## src/rtl/expr_eval_if.sv

```systemverilog
// Character bus between a stream source and expr_eval: one ASCII byte per
// qualified cycle in, evaluated value and status flags out.
interface expr_eval_if #(
  parameter int W = 16
);
  logic [7:0]   in;
  logic         in_vld;
  logic [W-1:0] value;
  logic         ok;
  logic         err;
  logic         ovf;

  modport master (
    output in,
    output in_vld,
    input  value,
    input  ok,
    input  err,
    input  ovf
  );

  modport slave (
    input  in,
    input  in_vld,
    output value,
    output ok,
    output err,
    output ovf
  );
endinterface

```

## src/rtl/expr_eval.sv

```systemverilog
// Evaluates a stream of single digits joined by '+' and '*' ('*' binds tighter).
// Optional clamping arithmetic is enabled by defining EXPR_SAT_EN.
module expr_eval #(
  parameter int W = 16
) (
  input logic        clk,
  input logic        clr,
  expr_eval_if.slave bus
);

  typedef enum logic [2:0] {
    IDLE = 3'd0,
    DIG  = 3'd1,
    OPA  = 3'd2,
    OPM  = 3'd3,
    ERR  = 3'd4
  } state_t;

  localparam int XW = W + 4;
  localparam logic [XW-1:0] MAX_X = {4'h0, {W{1'b1}}};

  // Narrow a wide intermediate back to W bits: clamp or wrap depending on build.
  function automatic logic [W-1:0] fit(input logic [XW-1:0] x);
`ifdef EXPR_SAT_EN
    fit = (x > MAX_X) ? {W{1'b1}} : x[W-1:0];
`else
    fit = x[W-1:0];
`endif
  endfunction

  state_t        state_r;
  state_t        state_n_s;
  logic [W-1:0]  s_r;
  logic [W-1:0]  p_r;
  logic          ovf_r;
  logic [W-1:0]  s_n_s;
  logic [W-1:0]  p_n_s;
  logic          ovf_n_s;
  logic          is_dig_s;
  logic [W-1:0]  digit_s;
  logic [XW-1:0] prod_x_s;
  logic [XW-1:0] sum_x_s;
  logic [XW-1:0] show_n_x_s;
  logic [XW-1:0] show_x_s;

  assign is_dig_s   = (bus.in >= 8'h30) && (bus.in <= 8'h39);
  assign digit_s    = {{(W-4){1'b0}}, bus.in[3:0]};
  assign prod_x_s   = {4'h0, p_r} * {{(XW-4){1'b0}}, bus.in[3:0]};
  assign sum_x_s    = {4'h0, s_r} + {4'h0, p_r};
  assign show_n_x_s = {4'h0, s_n_s} + {4'h0, p_n_s};
  assign show_x_s   = {4'h0, s_r} + {4'h0, p_r};

  // Next-state, next-operand and overflow computation for one accepted character.
  always_comb begin
    state_n_s = state_r;
    s_n_s     = s_r;
    p_n_s     = p_r;
    ovf_n_s   = ovf_r;
    case (state_r)
      IDLE: begin
        if (is_dig_s) begin
          p_n_s     = digit_s;
          s_n_s     = {W{1'b0}};
          state_n_s = DIG;
        end else begin
          state_n_s = ERR;
        end
      end
      DIG: begin
        if (bus.in == 8'h2B) begin
          s_n_s     = fit(sum_x_s);
          ovf_n_s   = ovf_r | (sum_x_s > MAX_X);
          state_n_s = OPA;
        end else if (bus.in == 8'h2A) begin
          state_n_s = OPM;
        end else begin
          state_n_s = ERR;
        end
      end
      OPA: begin
        if (is_dig_s) begin
          p_n_s     = digit_s;
          state_n_s = DIG;
        end else begin
          state_n_s = ERR;
        end
      end
      OPM: begin
        if (is_dig_s) begin
          p_n_s     = fit(prod_x_s);
          ovf_n_s   = ovf_r | (prod_x_s > MAX_X);
          state_n_s = DIG;
        end else begin
          state_n_s = ERR;
        end
      end
      ERR: begin
        state_n_s = ERR;
      end
      default: begin
        state_n_s = ERR;
      end
    endcase
    // The displayed sum counts as arithmetic too, flagged at the edge that forms it.
    if ((state_n_s == DIG) && (show_n_x_s > MAX_X)) begin
      ovf_n_s = 1'b1;
    end else begin
      ovf_n_s = ovf_n_s;
    end
  end

  // State and datapath registers; clr wins over a character in the same cycle.
  always_ff @(posedge clk) begin
    if (clr) begin
      state_r <= IDLE;
      s_r     <= {W{1'b0}};
      p_r     <= {W{1'b0}};
      ovf_r   <= 1'b0;
    end else if (bus.in_vld) begin
      state_r <= state_n_s;
      s_r     <= s_n_s;
      p_r     <= p_n_s;
      ovf_r   <= ovf_n_s;
    end
  end

  assign bus.value = (state_r == DIG) ? fit(show_x_s) : {W{1'b0}};
  assign bus.ok    = (state_r == DIG);
  assign bus.err   = (state_r == ERR);
  assign bus.ovf   = ovf_r;

endmodule

```

## src/flat_wrapper.sv

```systemverilog
// flat-port wrapper written by rule: the top's interface ports become plain ports
module expr_eval_flat 
#(
  parameter int W = 16
)
  (clk, clr, bus_in, bus_in_vld, bus_value, bus_ok, bus_err, bus_ovf);
  expr_eval_if #(.W(W)) bus_i ();
  input logic clk;
  input logic clr;
  input wire logic [$bits(bus_i.in)-1:0] bus_in;
  input wire logic [$bits(bus_i.in_vld)-1:0] bus_in_vld;
  output wire logic [$bits(bus_i.value)-1:0] bus_value;
  output wire logic [$bits(bus_i.ok)-1:0] bus_ok;
  output wire logic [$bits(bus_i.err)-1:0] bus_err;
  output wire logic [$bits(bus_i.ovf)-1:0] bus_ovf;
  assign bus_i.in = bus_in;
  assign bus_i.in_vld = bus_in_vld;
  assign bus_value = bus_i.value;
  assign bus_ok = bus_i.ok;
  assign bus_err = bus_i.err;
  assign bus_ovf = bus_i.ovf;
  expr_eval #(.W(W)) u_core (.clk(clk), .clr(clr), .bus(bus_i));
endmodule
```

## config.mk

```make
export PLATFORM = sky130hd
export DESIGN_NAME = expr_eval_flat
export DESIGN_NICKNAME = d
export VERILOG_FILES = /design/src/rtl/expr_eval_if.sv /design/src/rtl/expr_eval.sv /design/src/flat_wrapper.sv
export SDC_FILE = /design/constraint.sdc
export NUM_CORES = 1
export LEC_CHECK = 0
export CAP_MARGIN = 40
export CORE_MARGIN = 2
export CORE_UTILIZATION = 65
export CTS_CLUSTER_SIZE = 28
export DETAILED_ROUTE_END_ITERATION = 10
export GPL_TIMING_DRIVEN = 1
export PLACE_DENSITY = 0.86
export SYNTH_ARGS = -nofsm -noshare
export SYNTH_HDL_FRONTEND = slang
export SYNTH_SLANG_ARGS = --single-unit
export TNS_END_PERCENT = 20
```

## constraint.sdc

```tcl
create_clock -name clk -period 10.3 [get_ports clk]
set_input_delay 2.575 -clock clk [delete_from_list [all_inputs] [get_ports clk]]
set_output_delay 2.575 -clock clk [all_outputs]
set_load 0.02 [all_outputs]
```

Word-level counts from Yosys, hierarchy flattened
Cells that the tools add are included.
{ "classes": {"add_sub_neg": 2, "n_mul": 1, "n_lt_le_gt_ge": 5, "eq_ne": 9, "n_mux": 15, "n_bitwise": 2, "n_reduce_logical": 7} }
{ "ops": {"columns": ["op", "n"], "rows": [
  ["16-bit 2-to-1 mux", 5],
  ["16-bit case mux with 2 select lines", 2],
  ["20-bit by 16-bit greater-than comparator with 1-bit output, second input constant", 3],
  ["16-bit by 16-bit adder with 17-bit output", 2],
  ["16-bit by 4-bit multiplier with 20-bit output", 1],
  ["8-bit by 6-bit == test with 1-bit output, second input constant", 2],
  ["3-bit 2-to-1 mux", 3],
  ["8-bit by 6-bit >= comparator with 1-bit output, second input constant", 1],
  ["8-bit by 6-bit <= comparator with 1-bit output, second input constant", 1],
  ["3-bit by 1-bit == test with 1-bit output, second input constant", 2],
  ["3-bit by 2-bit == test with 1-bit output, second input constant", 2],
  ["3-bit by 1-bit inequality test with 1-bit output, second input constant", 2],
  ["3-bit case mux with 2 select lines", 1],
  ["4-bit AND reduction", 1],
  ["3-bit == test, second input constant", 1],
  ["3-bit zero test", 1],
  ["1-bit 2-to-1 mux", 3],
  ["3-bit nonzero test", 1],
  ["3-bit OR reduction", 1],
  ["1-bit logical AND", 2],
  ["1-bit OR", 2],
  ["1-bit case mux with 2 select lines", 1],
  ["2-bit OR reduction", 1]
]} }
{ "totals": {"register_bits": 36, "input_bits": 11, "output_inout_bits": 19} }

Logic depth before layout (Yosys ltp)
Gate-level depths: netlist of the first run.
{ "depth": {"word_depth": 9, "depth_mapped": 22, "mapped_depth_nobuf": 20} }

Worst setup path after synthesis of the first run
No wires, ideal clock.
{ "synth_timing": {"path_type": "input to register", "start": "input bus_in[3]", "end": "register u_core.ovf_r, in the netlist u_core.bus.ovf", "setup_time_ns": 0.127, "arrival_time_ns": 6.579, "required_ns": 10.173, "path_slack_ns": 3.594, "cell_stages": 22, "path_buffers": 3, "path_cell_list": "clkbuf_2 clkbuf_1 and2_1 fa_1 inv_1 fa_1 inv_1 ha_1 buf_6 a21oi_1 o211a_1 o211ai_1 a21oi_1 xnor2_1 a22o_1 ha_1 a21o_1 a21o_1 a21oi_1 a211oi_1 a21oi_1 o2bb2ai_1"} }
{ "synth_between": {"elab_chain_cells": 9, "elab_cells_between_ends": 29, "classes_between": "add/sub: 1; mul: 1; order compare: 4; eq/ne: 5; mux: 13; bitwise: 1; reduce/logical: 4"} }
{ "synth_rtl": {"columns": ["element", "line", "source"], "rows": [
  ["from (decl)", "flat_wrapper.sv:10", "input wire logic [$bits(bus_i.in)-1:0] bus_in;"],
  ["branches (longest 3 deep; another with 16-bit by 4-bit multiplier with 20-bit output)", null, null],
  ["16-bit case mux with 2 select lines *", "expr_eval.sv:59", "case (state_r)"],
  ["named net u_core.p_n_s[13]", "expr_eval.sv:37", "logic [W-1:0] p_n_s;"],
  ["16-bit by 16-bit adder with 17-bit output *", "expr_eval.sv:50", "assign show_n_x_s = {4'h0, s_n_s} + {4'h0, p_n_s};"],
  ["20-bit by 16-bit greater-than comparator with 1-bit output *", "expr_eval.sv:105", "if ((state_n_s == DIG) && (show_n_x_s > MAX_X)) begin"],
  ["1-bit logical AND *", "expr_eval.sv:105", null],
  ["3-bit by 1-bit inequality test with 1-bit output (no line) or 3-bit nonzero test (tied branches)", null, null],
  ["4-bit AND reduction (no line)", null, null],
  ["to (signal assigned)", "expr_eval.sv:123", "ovf_r <= ovf_n_s;"],
  ["to (decl)", "expr_eval.sv:35", "logic ovf_r;"]
]} }
Mark *: on every way through the listed nets, which the timed path passes. The select of a mux whose other input is x is not followed.
A chain may end at the register's enable or synchronous reset.

Final worst setup path of the first run
Ends and elaborated chain as after synthesis.

==> metrics.txt, run 1 <==
Data arrival, critical path 7.80 ns; synthesis-stage register bit count 36; hold_buf cts 0; Initial DRT Pass Iterations 5; CTS tree yes; Site Rows 32; Area Growth Syn to Fin 7.792%; cts repair resizes 0; critical path class in -> reg; Post-DRT Antenna Nets 0; top_reg_cell synth dfxtp_1; final core occ 0.7145; CP peak stage delay 0.82 ns; # fillers 605; Starting Density 0.6628; Slowest cell on crit path clkdlybuf4s50_1; synthesized instance count 630; drt first-iter violations 270; worst-margin pin slew 0.7790 ns; die area 8478 um^2; worst hold slack 0.5016 ns; worst vdd ir 0.06058 mV; CP endpoint kind register; initial antenna violation count 0; Tmin final 7.642 ns; CP max FO 20; Critical path buffers and inverters 3; GRT Total Usage 0.3090; Pwr Total 0.0003408 W; number of max-cap violations 0; die width 92.08 um; Seq/Total Area, Yosys 0.1429; Worst-path clk slew 0.07 ns; Leak Pwr 2.545 nW; GRT overflow 0; I/O Buffers 29; status finished, final reports clean; f_max 130.9 MHz; H-tree depth 2; largest net degree at the start of global routing 37; worst-skew pair later-pin latency 0.29 ns; postcts setup bufs 0; RSZ-0062 raised after global routing no; Worst EP required 10.46 ns; yosys warns 0; DP HPWL 9802 um; Worst R2R Start u_core.p_r[1]; vias in the first global route 4,589; FFs w/ async S/R, synth 0; synth unique cells 69; Slew Viols, Final 0; io pins 30; crit-path most repeated cell a21oi_1; Critical path origin bus_in[3]; Pwr Density 62.71 nW/um^2; clock buffer depth 2; Setup WS pre-CTS 2.537 ns; Die H 92.08 um; DRC viols 0; worst hold path type reg -> reg; Critical Path Start Type input port; vias per cell 6.309; hold_sp u_core.s_r[8]; clock sinks 36; period utilization 0.7419; Setup TNS 0 ns; number of flops mapped to enable cells by yosys 0; clock skew 0.002300 ns; Inserted Diodes 0; first-pass GRT wire length 21,380 um; crit-path cells clkdlybuf4s50_1 > and2_1 > fa_1 > inv_1 > fa_1 > inv_1 > ha_1 > and3_1 > nand4_1 > o211ai_1 > a21oi_1 > xnor2_1 > a22o_1 > ha_1 > a21o_1 > a21o_1 > a21oi_1 > nand3_1 > a21oi_1 > o2bb2ai_1; Synth Area per Inst 8.004 um^2; Num CTS Buffers 5; fin nets 738; mapped cell area 5042 um^2; final WL 12,660 um; CORE AREA 7607 um^2; CP delay by family, top adder cells; share of post-route cells with drive strength above 1 0.04666; setup violators final 0; final setup margin 2.658 ns; WL/cell 16.99 um; Max-slew headroom 0.4790; syn_nets 726; DR vias 4,700; Placer Congestion 0.9333; root buf cell clkbuf_8; final hold vios 0
## path summary, 6_finish.rpt
check | cells after the start | slack (ns) | endpoint
setup / recovery | 20 | 2.66 | u_core.bus.ovf
hold / removal | 2 | 0.50 | u_core.s_r[8]
setup reg to reg | 18 | 5.47 | u_core.bus.ovf
hold reg to reg | 2 | 0.50 | u_core.s_r[8]
## cell usage after synthesis, types with 7 or more instances
cell | count | area (um^2)
dfxtp_1 | 36 | 720.7
nand2_1 | 56 | 210.2
xnor2_1 | 13 | 113.9
a21o_1 | 10 | 75.07
nand3_1 | 17 | 85.08
nand4_1 | 8 | 50.05
buf_2 | 7 | 35.03
nor2_1 | 56 | 210.2
ha_1 | 55 | 688.2
xor2_1 | 10 | 87.58
o21ai_0 | 24 | 120.1
mux2i_1 | 15 | 150.1
fa_1 | 30 | 600.6
nor3_1 | 8 | 40.04
inv_1 | 54 | 202.7
a22o_1 | 20 | 175.2
and2_1 | 50 | 312.8
a31oi_1 | 8 | 50.05
clkbuf_1 | 13 | 48.80
a21oi_1 | 33 | 165.2
nand2b_1 | 8 | 50.05
## registers in the layout (all words and copies together) (netlist names), named ones only
| signal | count |
|---|---|
| u_core.p_r | 15 |
| u_core.state_r | 3 |
| u_core.s_r | 16 |
| u_core.bus.ovf | 1 |
## kinds of logic after synthesis
| family | synth area share |
|---|---|
| compound gates | 0.2293 |
| xor+xnor | 0.03995 |
| fa+ha+maj | 0.2556 |
| buf+inv | 0.06674 |
| flops | 0.1429 |
| mux | 0.03201 |
| simple gates | 0.2335 |
## layout make-up
class,instances,area [um^2],area share
well taps,102,127.6,0.02348
repair buffers,31,305.3,0.05617
flip-flops and latches,36,720.7,0.1326
multi-input cells,513,3985,0.7332
clock buffers,8,90.09,0.01657
inverters,55,206.4,0.03798
## worst register-to-register path, stage by stage (launching register included)
cell       delay [ns]
dfxtp_1          0.56
nand2_1          0.13
fa_1             0.51
fa_1             0.54
inv_1            0.07
fa_1             0.48
a211oi_1         0.34
o21bai_1         0.14
a21oi_1          0.25
nor2b_1          0.08
nor2_1           0.12
mux2_2           0.36
nand2_1          0.07
ha_1             0.24
a21o_1           0.16
a21oi_1          0.16
nand3_1          0.13
a21oi_1          0.25
o2bb2ai_1        0.11
## routing by layer
layer,vias to the layer above,global-route usage,routed length (um)
met5,-,0,0
li1,2245,-,-
met4,0,0.09453,314
met3,39,0.03944,701
met1,2231,0.3880,5345
met2,185,0.5521,6297
## stage by stage
step	cell area, um^2	std cells
after floorplan	5042	630
after global placement	5345	737
after detailed placement	5345	737
after CTS	5435	745
after global routing	5435	745
final	5435	745
## power by group
part | leakage [nW] | total, W | internal, W | switching (W)
clock network | 0.0455 | 0.000105 | 0.0000546 | 0.0000501
logic | 2.21 | 0.0000863 | 0.0000344 | 0.0000519
registers | 0.292 | 0.000150 | 0.000142 | 0.00000752
## cell usage in the layout (no fill, tap or decap), types with 6 or more instances in the layout
master / count
nand4_1: 8
a22o_1: 20
or2_2: 6
ha_1: 55
nor3_1: 8
a21o_1: 10
xnor2_1: 13
mux2i_1: 15
and2_1: 50
o21a_1: 6
nor2_1: 56
xor2_1: 10
a21oi_1: 33
fa_1: 30
dfxtp_1: 36
nand3_1: 17
a31oi_1: 8
nand2_1: 56
clkdlybuf4s50_1: 29
inv_1: 54
nand2b_1: 8
o21ai_0: 24
clkbuf_8: 6
(Power assumes the default switching activity.)
==> run 2: changes to the inputs <==
--- a/config.mk
+++ b/config.mk
@@ -7,11 +7,11 @@
 export LEC_CHECK = 0
 export CAP_MARGIN = 40
 export CORE_MARGIN = 2
-export CORE_UTILIZATION = 65
+export CORE_UTILIZATION = 62
 export CTS_CLUSTER_SIZE = 28
 export DETAILED_ROUTE_END_ITERATION = 10
 export GPL_TIMING_DRIVEN = 1
-export PLACE_DENSITY = 0.86
+export PLACE_DENSITY = 0.83
 export SYNTH_ARGS = -nofsm -noshare
 export SYNTH_HDL_FRONTEND = slang
 export SYNTH_SLANG_ARGS = --single-unit
==> constraint.sdc (replaced) <==
create_clock -name clk -period 7.53 [get_ports clk]
set_input_delay 1.8825 -clock clk [delete_from_list [all_inputs] [get_ports clk]]
set_output_delay 1.8825 -clock clk [all_outputs]
set_load 0.02 [all_outputs]
==> run 2 against run 1 <==
  * Clock skew increased by 0.014 ns
  * Utilization shrank 1.7 points
  * Design area grew 0.18%
  * Count of clock-buffer cells in the layout down 2
  * Critical endpoint unchanged
  * Largest power group unchanged
  * Cell count rose by 0.13%
  * Register-to-register slack lost 2.6 ns
  * Clock power grew 45%
  * Sequential cell count unchanged
  * Sequential share of layout area barely moved
  * Critical path type unchanged
  * Non-clock buffer count up 1
  * Sequential power increased by 37%
==> metrics.txt, run 2 (synthesis results as in run 1) <==
Initial DRT Pass Iterations 5; Pwr Density 87.50 nW/um^2; leading registers by flop count u_core.s_r x16, u_core.p_r x15, u_core.state_r x3; Min-Delay Endpoint u_core.s_r[8]; root buf cell clkbuf_8; DRC viols 0; Tmin final 6.770 ns; number of max-cap violations 0; worst-skew pair later-pin latency 0.30 ns; Die H 94.18 um; WL/cell 17.82 um; fin nets 739; I/O Buffers 29; hold_buf cts 0; final core occ 0.6974; postcts setup bufs 0; initial antenna violation count 0; H-tree depth 2; Setup TNS 0 ns; GRT overflow 0; Data arrival, critical path 6.96 ns; Slew Viols, Final 0; final hold vios 0; CP max FO 20; critical path class in -> reg; Max-slew headroom 0.4900; DP HPWL 10,220 um; status finished, final reports clean; vias per cell 6.342; cts repair resizes 0; worst-margin pin slew 0.7592 ns; Pwr Total 0.0004764 W; worst r2r dst u_core.bus.ovf; share of post-route cells with drive strength above 1 0.05124; Starting Density 0.6458; Post-DRT Antenna Nets 0; Num CTS Buffers 5; worst hold slack 0.5037 ns; Min-Delay Path Depth 2; clock sinks 36; CTS tree yes; f_max 147.7 MHz; dpl cell area 5353 um^2; io pins 30; Placer Congestion 0.9910; period utilization 0.8990; CP endpoint kind register; clock skew 0.01627 ns; CORE AREA 7807 um^2; final WL 13,290 um; worst hold path type reg -> reg; flop-to-flop setup slack 2.86 ns; RSZ-0062 raised after global routing no; largest register by flop count u_core.s_r; drt first-iter violations 289; commonest non-fill, non-tap cells in the layout 56 x nor2_1, 56 x nand2_1, 55 x ha_1, 54 x inv_1, 50 x and2_1; Area Growth Syn to Fin 7.990%; Worst-path clk slew 0.09 ns; Worst R2R Start u_core.p_r[1]; die width 94.18 um; FF-to-FF path depth 18; Critical Path Start Type input port; DR vias 4,731; die area 8870 um^2; largest net degree at the start of global routing 37; Worst EP required 7.72 ns; vias in the first global route 4,670; clock buffer depth 2; worst vdd ir 0.09455 mV; number of flip-flops in the largest register 16; hold_sp u_core.s_r[8]; first-pass GRT wire length 22,490 um; setup violators final 0; Site Rows 32; final instance area 5445 um^2; Inserted Diodes 0; Leak Pwr 2.555 nW; GRT Total Usage 0.3176
-- run 2: cell count changes in the layout (fill, tap and decap cells not counted), sizes merged --
cell / change
buf: +1
clkinv: +2
clkbuf: -2
-- run 2: power breakdown --
part           total [W]  internal [W]  switching (W)
sequential      0.000205      0.000195      0.0000109
clock           0.000152     0.0000732      0.0000786
combinational   0.000119     0.0000473      0.0000718
total           0.000476      0.000315       0.000161
-- run 2: how the worst max path moves through the flow --
stage               from        endpoint  slack, ns  cells past startpoint
2_1_floorplan  bus_in[3]  u_core.bus.ovf       1.52                     22
4_1_cts        bus_in[3]  u_core.bus.ovf       0.81                     20
6_report       bus_in[3]  u_core.bus.ovf       0.76                     20
5_1_grt        bus_in[3]  u_core.bus.ovf       0.43                     20
3_5_place_dp   bus_in[3]  u_core.bus.ovf       0.50                     20
3_3_place_gp   bus_in[3]  u_core.bus.ovf       0.56                     20
-- run 2: cell type report --
class / instances / area (um^2)
fillers: 667 / 2362
flip-flops and latches: 36 / 720.7
clock inverters: 2 / 10.01
inverters: 55 / 206.4
clock buffers: 6 / 82.58
multi-input cells: 513 / 3985
repair buffers: 32 / 312.8
well taps: 102 / 127.6
-- run 2: per-stage QoR --
stage          instances  worst slack, ns
2_1_floorplan        630            1.517
3_3_place_gp         738           0.5551
3_5_place_dp         738           0.4987
4_1_cts              746           0.8116
5_1_grt              746           0.4256
6_report             746           0.7604
-- run 2: worst max-delay path, stage by stage --
cell and delay (ns):
clkdlybuf4s50_1 0.81, and2_1 0.39, fa_1 0.53, inv_1 0.05
fa_1 0.53, inv_1 0.04, ha_1 0.37, a21oi_1 0.27
o211a_1 0.24, o211ai_1 0.09, a21oi_1 0.23, xnor2_1 0.09
a22o_1 0.23, ha_1 0.33, a21o_1 0.19, a21o_1 0.17
a21oi_1 0.17, a211oi_1 0.10, a21oi_1 0.17, o2bb2ai_1 0.07
-- run 2: metal layers --
layer,GRT usage,part of all wire
met1,0.4205,0.43
met2,0.5542,0.48
met3,0.04013,0.066
met4,0.06763,0.018
met5,0,0
==> run 3: changes to the inputs <==
--- a/config.mk
+++ b/config.mk
@@ -5,13 +5,14 @@
 export SDC_FILE = /design/constraint.sdc
 export NUM_CORES = 1
 export LEC_CHECK = 0
-export CAP_MARGIN = 40
+export CELL_PAD_IN_SITES_DETAIL_PLACEMENT = 1
+export CELL_PAD_IN_SITES_GLOBAL_PLACEMENT = 2
 export CORE_MARGIN = 2
-export CORE_UTILIZATION = 62
+export CORE_UTILIZATION = 37
 export CTS_CLUSTER_SIZE = 28
 export DETAILED_ROUTE_END_ITERATION = 10
 export GPL_TIMING_DRIVEN = 1
-export PLACE_DENSITY = 0.83
+export PLACE_DENSITY_LB_ADDON = 0.1
 export SYNTH_ARGS = -nofsm -noshare
 export SYNTH_HDL_FRONTEND = slang
 export SYNTH_SLANG_ARGS = --single-unit
==> run 3 against run 2 <==
  * Hold slack lost 0.0017 ns
  * Clock skew shrank 0.014 ns
  * Design area is 2.7% higher
  * Largest cell class unchanged
  * Highest routed layer unchanged
  * Sequential share of layout area decreased by 0.35 points
  * Critical endpoint unchanged
  * Count of clock-buffer cells in the layout stayed put
  * Non-clock buffer count up 2
  * Cell count grew 10%
==> metrics.txt, run 3 (synthesis results as in run 1) <==
status finished, final reports clean; DP HPWL 12,380 um; commonest non-fill, non-tap cells in the layout 56 x nor2_1, 56 x nand2_1, 55 x ha_1, 54 x inv_1, 50 x and2_1; CTS tree yes; GRT overflow 0; Die H 120.7 um; Area Growth Syn to Fin 10.94%; Worst EP required 7.69 ns; hold_sp u_core.s_r[8]; leading registers by flop count u_core.s_r x16, u_core.p_r x15, u_core.state_r x3; CP max FO 14; fin nets 741; Initial DRT Pass Iterations 5; Tmin final 6.593 ns; CP peak stage delay 0.76 ns; Worst-path clk slew 0.06 ns; f_max 151.7 MHz; hold_buf cts 0; Min-Delay Path Depth 2; number of flip-flops in the largest register 16; number of max-cap violations 0; cts repair resizes 0; WL/cell 18.99 um; Pwr Density 95.32 nW/um^2; setup violators final 0; H-tree depth 2; Site Rows 42; Max-slew headroom 0.4355; die width 120.7 um; share of post-route cells with drive strength above 1 0.05116; largest register by flop count u_core.s_r; largest net degree at the start of global routing 37; vias per cell 5.591; Min-Delay Endpoint u_core.s_r[8]; worst-margin pin slew 0.8404 ns; worst r2r dst u_core.bus.ovf; Data arrival, critical path 6.76 ns; DRC viols 0; Placer Congestion 0.9076; clock sinks 36; CORE AREA 13,300 um^2; postcts setup bufs 0; FF-to-FF path depth 18; flop-to-flop setup slack 2.78 ns; Critical Path Start Type input port; CP endpoint kind register; Critical path buffers and inverters 2; final hold vios 0; Post-DRT Antenna Nets 0; Leak Pwr 2.580 nW; initial antenna violation count 0; CP delay by family, top adder cells; Inserted Diodes 0; worst hold path type reg -> reg; worst-skew pair later-pin latency 0.29 ns; final core occ 0.4208; I/O Buffers 29; Slew Viols, Final 0; final WL 15,590 um; RSZ-0062 raised after global routing no; worst vdd ir 0.07946 mV; root buf cell clkbuf_16; Num CTS Buffers 5; Critical path origin bus_in[3]; critical path class in -> reg; clock buffer depth 2; crit-path cells clkdlybuf4s50_1 > nand2_1 > fa_1 > fa_1 > inv_1 > fa_1 > a211oi_1 > o21bai_1 > a21oi_1 > nor2b_1 > nor2_1 > mux2_2 > nand2_1 > ha_1 > a21o_1 > a21oi_1 > nand3_1 > a21oi_1 > o2bb2ai_1; die area 14,580 um^2; Slowest cell on crit path clkdlybuf4s50_1; period utilization 0.8755; Starting Density 0.3793; clock skew 0.002417 ns; first-pass GRT wire length 25,590 um; Setup TNS 0 ns; DR vias 4,590; GRT Total Usage 0.2227; Worst R2R Start u_core.p_r[1]; io pins 30; drt first-iter violations 205; vias in the first global route 4,819
## run 3: final cells by class
cell class              count  area, um^2
inverters                  55       206.4
fillers                  1642        7701
well taps                 176       220.2
multi-input cells         513        3985
clock inverters             1       5.005
repair buffers             34       327.8
flip-flops and latches     36       720.7
clock buffers               6       128.9
## run 3: worst min-delay path: stages (launching register included)
cell     delay, ns
dfxtp_1       0.33
nand2_1       0.07
a21oi_1       0.06
## run 3: worst max path at each step
stage                           endpoint  depth (start not counted)
after floorplan           u_core.bus.ovf                         22
after global placement    u_core.bus.ovf                         19
after detailed placement  u_core.bus.ovf                         18
final                     u_core.bus.ovf                         19
after CTS                 u_core.bus.ovf                         18
after global routing      u_core.bus.ovf                         19
## run 3: power by group
group / switching (W) / internal (W)
logic: 0.0000746 / 0.0000482
registers: 0.0000111 / 0.000195
clock network: 0.0000841 / 0.000120
total: 0.000170 / 0.000363
## run 3: routing by layer
metal  vias to the layer above  share of wire  GRT usage
met3                        14          0.020    0.02453
li1                       2246              -          -
met2                        55           0.48     0.3909
met4                         0          0.011    0.03125
met5                         -              0          0
met1                      2275           0.49     0.3009
## run 3: stage by stage
stage	area (um^2)	std cells	total power, W	hold WS (ns)	setup WS (ns)
2_1_floorplan	5042	630	0.0002907	0.4624	1.517
3_3_place_gp	5460	814	0.0003307	0.4836	0.7173
3_5_place_dp	5460	814	0.0003340	0.4923	0.6485
4_1_cts	5594	821	0.0005400	0.5018	0.9530
5_1_grt	5594	821	0.0005622	0.5507	0.5405
6_report	5594	821	0.0005333	0.5020	0.9372
